`src/rtl/axi_lite_read_master_if.sv`:
```
// Bus bundle for the AXI-Lite read initiator: user command, AR/R channels, response
// port and status. The master modport is the initiator's view.
interface axi_lite_read_master_if #(
    parameter int ADDR_WIDTH = 4,
    parameter int DATA_WIDTH = 32
);
    logic                  cmd_valid;
    logic                  cmd_ready;
    logic [ADDR_WIDTH-1:0] cmd_addr;
    logic [ADDR_WIDTH-1:0] cmd_len;
    logic [ADDR_WIDTH-1:0] axi_araddr;
    logic                  axi_arvalid;
    logic                  axi_arready;
    logic [DATA_WIDTH-1:0] axi_rdata;
    logic                  axi_rvalid;
    logic                  axi_rready;
    logic [DATA_WIDTH-1:0] rsp_data;
    logic [ADDR_WIDTH-1:0] rsp_addr;
    logic                  rsp_last;
    logic                  rsp_valid;
    logic                  rsp_ready;
    logic                  busy;
    logic                  timeout_err;

    modport master (
        input  cmd_valid, cmd_addr, cmd_len,
        output cmd_ready,
        output axi_araddr, axi_arvalid,
        input  axi_arready,
        input  axi_rdata, axi_rvalid,
        output axi_rready,
        output rsp_data, rsp_addr, rsp_last, rsp_valid,
        input  rsp_ready,
        output busy, timeout_err
    );

    modport slave (
        output cmd_valid, cmd_addr, cmd_len,
        input  cmd_ready,
        input  axi_araddr, axi_arvalid,
        output axi_arready,
        output axi_rdata, axi_rvalid,
        input  axi_rready,
        input  rsp_data, rsp_addr, rsp_last, rsp_valid,
        output rsp_ready,
        input  busy, timeout_err
    );
endinterface

```
`src/rtl/axi_lite_read_master.sv`:
```
// AXI-Lite read initiator: expands (addr, len) into single-beat reads of consecutive
// addresses, one outstanding at a time, with a per-phase timeout on AR and R.
module axi_lite_read_master #(
    parameter int ADDR_WIDTH     = 4,
    parameter int DATA_WIDTH     = 32,
    parameter int ADDR_STRIDE    = 1,
    parameter int TIMEOUT_CYCLES = 255
) (
    input logic                    axi_aclk,
    input logic                    axi_areset,
    axi_lite_read_master_if.master bus
);
    localparam int TW = (TIMEOUT_CYCLES < 2) ? 1 : $clog2(TIMEOUT_CYCLES + 1);

    typedef enum logic [1:0] {S_IDLE, S_AR, S_R, S_RSP} state_e;

    state_e                state_q, state_d;
    logic [ADDR_WIDTH-1:0] addr_q, addr_d;
    logic [ADDR_WIDTH-1:0] rem_q, rem_d;
    logic [ADDR_WIDTH-1:0] rsp_addr_q, rsp_addr_d;
    logic [DATA_WIDTH-1:0] rsp_data_q, rsp_data_d;
    logic                  rsp_last_q, rsp_last_d;
    logic                  terr_q, terr_d;
    logic [TW-1:0]         tmr_q, tmr_d;
    logic                  expire;

    // Expiry means this is the TIMEOUT_CYCLES-th consecutive cycle without a handshake.
    assign expire = (TIMEOUT_CYCLES != 0) && (tmr_q == TW'(TIMEOUT_CYCLES - 1));

    always_ff @(posedge axi_aclk or posedge axi_areset) begin
        if (axi_areset) begin
            state_q    <= S_IDLE;
            addr_q     <= '0;
            rem_q      <= '0;
            rsp_addr_q <= '0;
            rsp_data_q <= '0;
            rsp_last_q <= 1'b0;
            terr_q     <= 1'b0;
            tmr_q      <= '0;
        end else begin
            state_q    <= state_d;
            addr_q     <= addr_d;
            rem_q      <= rem_d;
            rsp_addr_q <= rsp_addr_d;
            rsp_data_q <= rsp_data_d;
            rsp_last_q <= rsp_last_d;
            terr_q     <= terr_d;
            tmr_q      <= tmr_d;
        end
    end

    always_comb begin
        state_d    = state_q;
        addr_d     = addr_q;
        rem_d      = rem_q;
        rsp_addr_d = rsp_addr_q;
        rsp_data_d = rsp_data_q;
        rsp_last_d = rsp_last_q;
        terr_d     = 1'b0;
        tmr_d      = tmr_q;
        unique case (state_q)
            S_IDLE: begin
                if (bus.cmd_valid) begin
                    addr_d  = bus.cmd_addr;
                    rem_d   = bus.cmd_len;
                    tmr_d   = '0;
                    state_d = S_AR;
                end
            end
            S_AR: begin
                // Handshake is checked first so it wins over a same-cycle expiry.
                if (bus.axi_arready) begin
                    tmr_d   = '0;
                    state_d = S_R;
                end else if (expire) begin
                    terr_d  = 1'b1;
                    state_d = S_IDLE;
                end else begin
                    tmr_d = tmr_q + 1'b1;
                end
            end
            S_R: begin
                if (bus.axi_rvalid) begin
                    rsp_data_d = bus.axi_rdata;
                    rsp_addr_d = addr_q;
                    rsp_last_d = (rem_q == '0);
                    state_d    = S_RSP;
                end else if (expire) begin
                    terr_d  = 1'b1;
                    state_d = S_IDLE;
                end else begin
                    tmr_d = tmr_q + 1'b1;
                end
            end
            S_RSP: begin
                if (bus.rsp_ready) begin
                    if (rsp_last_q) begin
                        state_d = S_IDLE;
                    end else begin
                        addr_d  = addr_q + ADDR_WIDTH'(ADDR_STRIDE);
                        rem_d   = rem_q - 1'b1;
                        tmr_d   = '0;
                        state_d = S_AR;
                    end
                end
            end
            default: state_d = S_IDLE;
        endcase
    end

    // Handshake outputs decode straight from the state register, so they never
    // depend combinationally on the partner's ready/valid.
    assign bus.cmd_ready   = (state_q == S_IDLE) && !axi_areset;
    assign bus.axi_arvalid = (state_q == S_AR);
    assign bus.axi_rready  = (state_q == S_R);
    assign bus.rsp_valid   = (state_q == S_RSP);
    assign bus.busy        = (state_q != S_IDLE);
    assign bus.axi_araddr  = addr_q;
    assign bus.rsp_data    = rsp_data_q;
    assign bus.rsp_addr    = rsp_addr_q;
    assign bus.rsp_last    = rsp_last_q;
    assign bus.timeout_err = terr_q;
endmodule

```
`src/flat_wrapper.sv`:
```
// flat-port wrapper written by rule: the top's interface ports become plain ports
module axi_lite_read_master_flat 
#(
    parameter int ADDR_WIDTH     = 4,
    parameter int DATA_WIDTH     = 32,
    parameter int ADDR_STRIDE    = 1,
    parameter int TIMEOUT_CYCLES = 255
)
  (axi_aclk, axi_areset, bus_cmd_valid, bus_cmd_addr, bus_cmd_len, bus_cmd_ready, bus_axi_araddr, bus_axi_arvalid, bus_axi_arready, bus_axi_rdata, bus_axi_rvalid, bus_axi_rready, bus_rsp_data, bus_rsp_addr, bus_rsp_last, bus_rsp_valid, bus_rsp_ready, bus_busy, bus_timeout_err);
  axi_lite_read_master_if #(.ADDR_WIDTH(ADDR_WIDTH), .DATA_WIDTH(DATA_WIDTH)) bus_i ();
  input logic axi_aclk;
  input logic axi_areset;
  input wire logic [$bits(bus_i.cmd_valid)-1:0] bus_cmd_valid;
  input wire logic [$bits(bus_i.cmd_addr)-1:0] bus_cmd_addr;
  input wire logic [$bits(bus_i.cmd_len)-1:0] bus_cmd_len;
  output wire logic [$bits(bus_i.cmd_ready)-1:0] bus_cmd_ready;
  output wire logic [$bits(bus_i.axi_araddr)-1:0] bus_axi_araddr;
  output wire logic [$bits(bus_i.axi_arvalid)-1:0] bus_axi_arvalid;
  input wire logic [$bits(bus_i.axi_arready)-1:0] bus_axi_arready;
  input wire logic [$bits(bus_i.axi_rdata)-1:0] bus_axi_rdata;
  input wire logic [$bits(bus_i.axi_rvalid)-1:0] bus_axi_rvalid;
  output wire logic [$bits(bus_i.axi_rready)-1:0] bus_axi_rready;
  output wire logic [$bits(bus_i.rsp_data)-1:0] bus_rsp_data;
  output wire logic [$bits(bus_i.rsp_addr)-1:0] bus_rsp_addr;
  output wire logic [$bits(bus_i.rsp_last)-1:0] bus_rsp_last;
  output wire logic [$bits(bus_i.rsp_valid)-1:0] bus_rsp_valid;
  input wire logic [$bits(bus_i.rsp_ready)-1:0] bus_rsp_ready;
  output wire logic [$bits(bus_i.busy)-1:0] bus_busy;
  output wire logic [$bits(bus_i.timeout_err)-1:0] bus_timeout_err;
  assign bus_i.cmd_valid = bus_cmd_valid;
  assign bus_i.cmd_addr = bus_cmd_addr;
  assign bus_i.cmd_len = bus_cmd_len;
  assign bus_cmd_ready = bus_i.cmd_ready;
  assign bus_axi_araddr = bus_i.axi_araddr;
  assign bus_axi_arvalid = bus_i.axi_arvalid;
  assign bus_i.axi_arready = bus_axi_arready;
  assign bus_i.axi_rdata = bus_axi_rdata;
  assign bus_i.axi_rvalid = bus_axi_rvalid;
  assign bus_axi_rready = bus_i.axi_rready;
  assign bus_rsp_data = bus_i.rsp_data;
  assign bus_rsp_addr = bus_i.rsp_addr;
  assign bus_rsp_last = bus_i.rsp_last;
  assign bus_rsp_valid = bus_i.rsp_valid;
  assign bus_i.rsp_ready = bus_rsp_ready;
  assign bus_busy = bus_i.busy;
  assign bus_timeout_err = bus_i.timeout_err;
  axi_lite_read_master #(.ADDR_WIDTH(ADDR_WIDTH), .DATA_WIDTH(DATA_WIDTH), .ADDR_STRIDE(ADDR_STRIDE), .TIMEOUT_CYCLES(TIMEOUT_CYCLES)) u_core (.axi_aclk(axi_aclk), .axi_areset(axi_areset), .bus(bus_i));
endmodule
```
`config.mk`:
```
export PLATFORM = sky130hd
export DESIGN_NAME = axi_lite_read_master_flat
export DESIGN_NICKNAME = d
export VERILOG_FILES = /design/src/rtl/axi_lite_read_master_if.sv /design/src/rtl/axi_lite_read_master.sv /design/src/flat_wrapper.sv
export SDC_FILE = /design/constraint.sdc
export NUM_CORES = 1
export LEC_CHECK = 0
export ABC_AREA = 1
export BUFFER_PORTS_ARGS = -buffer_cell sky130_fd_sc_hd__clkbuf_2
export CORE_AREA = 3 3 83 85
export DETAILED_ROUTE_END_ITERATION = 10
export DIE_AREA = 0 0 86 88
export PLACE_DENSITY_LB_ADDON = 0.3
export SETUP_SLACK_MARGIN = 0.2
export SYNTH_ARGS = -nofsm -noshare
export SYNTH_HDL_FRONTEND = slang
export SYNTH_SLANG_ARGS = --single-unit
```
`constraint.sdc`:
```
create_clock -name axi_aclk -period 1.91 [get_ports axi_aclk]
set_clock_uncertainty 0.15 [all_clocks]
set_input_delay 0.382 -clock axi_aclk [delete_from_list [all_inputs] [get_ports axi_aclk]]
set_output_delay 0.382 -clock axi_aclk [all_outputs]
set_load 0.01 [all_outputs]
```
==> flow_summary_export.csv <==
group,metric,value,unit
power_and_ir_drop,leakagePower,2.07,nW
timing,drv_slew,0,
critical_path,cpMaxStageDelayCell,"dfrtp_2",
worst_hold_path,min_to,"u_core.bus.rsp_data[18]$_DFFE_PP0P_",
floorplan,initial_core_util,0.442,
drt,drt_first_pass_iters,4,
grt,grt_first_pass_wirelength,10400,um
power_and_ir_drop,fin_total_pwr,0.00537,W
grt,grt_pass1_vias,2332,
cts,root_buffer,"clkbuf_8",
drt,post_drt_via_cell_ratio,4.76,
cts,cts-buffers-inserted,5,
critical_path,end_kind,"primary output",
synth,synth-seq-area-share,0.505,
floorplan,io_pins,93,
critical_path,r2r_start,"u_core.state_q[1]$_DFFE_PP0P_",
worst_hold_path,min_path_type,"in2reg",
critical_path,cp.required,1.38,ns
timing,min_period_over_period,0.934,
drt,dr.first_iter.drc_count,83,
grt,grt_start_max_net_pins,57,
cells_and_area,synthToLayoutAreaGrowth,33.1,%
cells_and_area,final_nets,506,
synth,synthCells,342,
drt,avgRoutedWirePerCell,12.5,um
critical_path,critPathBufInv,2,
timing,hold_ws,0.106,ns
floorplan,die_y,88,um
synth,yosys_register_bits,56,
cells_and_area,post-route-util,0.588,
cts,tritoncts,"yes",
timing,finalSetupTns,0,ns
critical_path,path_delay_family,"flip-flops",
cts,cts_sinks,56,
critical_path,crit_path_start_kind,"flip-flop",
cts,clock_path_buffers,2,
synth,synth_cell_types,27,
grt,antenna_found_initial,0,
cts,h-tree-depth,2,
grt,grt_usage,0.170,
grt,gr-total-overflow,0,
synth,avgSynthCellArea,8.11,um^2
run,max_cap_violations,0,
worst_hold_path,worstHoldPathCells,3,
placed_design,io_buffer_count,92,
drt,ant_nets,0,
critical_path,arrival,1.25,ns
synth,yosys-top-cells-area,"dfrtp_1 (50%), nand2_1 (23%), ha_1 (4.1%)",
timing,grt_setup_unrepaired,"true",
synth,synth_area_leader_cell,"dfrtp_1",
critical_path,rr_worst_depth,10,
critical_path,worst-path-max-fanout,4,
status,status,"finished clean",
synth,syn_nets,397,
worst_hold_path,hp-start,"bus_axi_rdata[18]",
drt,drt_wl_total,6600,um
drt,drc,0,
drt,vias,2517,
cts,clk_latency,0.31,ns
timing,period_needed,1.78,ns
timing,max-slew-margin-rel,0.800,
cells_and_area,fin_area,3690,um^2
placed_design,hpwlAfterDp,4610,um
timing,max_freq,561,MHz
critical_path,crit_path_cell_trace,"inv_4 -> ha_1 -> clkbuf_2",
cells_and_area,drive_above_1_share,0.354,
timing,worstMarginPinSlew,0.300,ns
synth,synth_flop_cell,"dfrtp_1",
timing,setup_viol,0,
cells_and_area,antenna_cells,0,
critical_path,path_class,"reg2out",
critical_path,worstReg2RegEnd,"u_core.tmr_q[6]$_DFFE_PP0P_",
placed_design,place_congestion,0.869,
timing,hold_violations,0,
placed_design,placedInstanceArea,3370,um^2
synth,synth-edff-count,0,
floorplan,num_rows,29,
synth,yosys_warnings,0,
synth,synth_top_cell_area_share,0.505,
floorplan,chipWidth,86,um
cts,cts.clk_slew.worst_paths,0.11,ns
synth,async_flop_share,1.00,
power_and_ir_drop,power_density,1450,nW/um^2
synth,synthesis.area,2780,um^2
critical_path,crit_path_max_incr_delay,0.48,ns
power_and_ir_drop,vdd_drop_max,1.00,mV
floorplan,die_area,7570,um^2
floorplan,core_area,6280,um^2
critical_path,reg2reg_slack,0.24,ns
==> logic make-up (layout without fill, tap and decap cells) <==
logic type	after synthesis	after routing	share of synthesized area
buffers and inverters	37	147	0.0586
AND/OR/NAND/NOR	212	212	0.322
flip-flops	56	56	0.505
XOR/XNOR	1	1	0.00316
adder cells (fa/ha/maj)	9	9	0.0406
AO/OA/AOI/OAI	27	27	0.0708
==> Yosys cell counts, types with 2 or more instances <==
cell type	instances
inv_2	2
nor2_4	3
nor2_1	8
o21ai_0	14
nand4_1	2
o21ai_4	2
nand2_4	3
or2_2	3
nand2_1	168
clkbuf_1	3
nand2_2	6
buf_2	3
ha_1	9
o21ai_2	7
dfrtp_1	56
inv_1	25
nand3_1	18
==> layer usage <==
metal,vias to the layer above,share of wire,global-route usage
met5,-,0,0
met4,0,0.0073,0.0432
met3,6,0.046,0.0405
met2,66,0.54,0.303
met1,1176,0.41,0.208
li1,1269,-,-
==> worst register-to-register path: stages, from the launching register on <==
cell and delay, ns:
dfrtp_2 0.46, inv_4 0.07, ha_4 0.16, buf_4 0.15, nand2_4 0.07, o21ai_4 0.07, inv_4 0.10, nand2_8 0.06
nor2_4 0.19, nand2_1 0.07, nand2_1 0.07
==> layout make-up <==
cell class              count  area [um^2]
inverters                  28          121
well taps                  77         96.3
flip-flops and latches     56         1400
multi-input cells         249         1280
clock inverters             2         38.8
clock buffers               6         72.6
repair buffers            111          684
fillers                   575         2580
==> through the flow <==
stage,instances,worst slack [ns]
finish,529,0.127
floorplan,342,0.340
CTS,524,0.116
detailed placement,509,0.174
global route,529,0.0645
global placement,509,0.228
==> how the worst max path moves through the flow <==
stage / from / endpoint / slack [ns] / depth (start not counted)
5_1_grt: u_core.state_q[1]$_DFFE_PP0P_ / bus_cmd_ready / 0.06 / 5
4_1_cts: u_core.state_q[1]$_DFFE_PP0P_ / bus_cmd_ready / 0.12 / 5
2_1_floorplan: u_core.state_q[0]$_DFFE_PP0P_ / u_core.rem_q[0]$_DFFE_PP0P_ / 0.34 / 8
6_report: u_core.state_q[1]$_DFFE_PP0P_ / bus_axi_arvalid / 0.13 / 3
3_5_place_dp: u_core.state_q[1]$_DFFE_PP0P_ / u_core.tmr_q[6]$_DFFE_PP0P_ / 0.17 / 9
3_3_place_gp: u_core.state_q[1]$_DFFE_PP0P_ / u_core.tmr_q[4]$_DFFE_PP0P_ / 0.23 / 9
==> flip-flops by register name (all words and copies together) (netlist names) <==
name and count:
u_core.bus.timeout_err 1, u_core.rem_q 4, u_core.bus.rsp_last 1, u_core.tmr_q 8
u_core.bus.rsp_addr 4, u_core.bus.rsp_data 32, u_core.state_q 2, u_core.bus.axi_araddr 4
==> layout by cell type (no fill, tap or decap), types with 2 or more instances in the layout <==
master      synthesis  layout
buf_6               1       4
nor2_4              3       3
ha_4                0       2
nand3_1            18      17
buf_2               3       3
nor2_1              8       7
nand4_1             2       2
nand2_1           168     166
nand2_4             3       3
nand2_2             6       7
dfrtp_2             0       2
inv_2               2       2
buf_12              0       3
o21ai_2             7       8
clkinvlp_4          0       2
clkbuf_2            0      88
o21ai_4             2       2
inv_1              25      20
o21ai_0            14      13
or2_2               3       3
dfrtp_1            56      54
ha_1                9       6
inv_4               0       3
buf_4               0      10
clkbuf_8            0       6
==> report_power, final <==
part	leakage [nW]	internal [W]	switching [W]
Clock	0.0558	0.000397	0.000393
Sequential	0.711	0.00166	0.000317
Combinational	1.31	0.00115	0.00145
Total	2.07	0.00321	0.00216
==> repair_timing <==
item                                    4_1_cts  5_1_grt
pin swaps                                     3        4
resized for setup                            14       17
cloned                                        0        1
hold buffers                                  1        0
endpoints found under the hold margin         3        0
endpoints found under the setup margin       12       43
setup buffers                                 6        4
No activity file was read; power rests on OpenSTA's default activity.
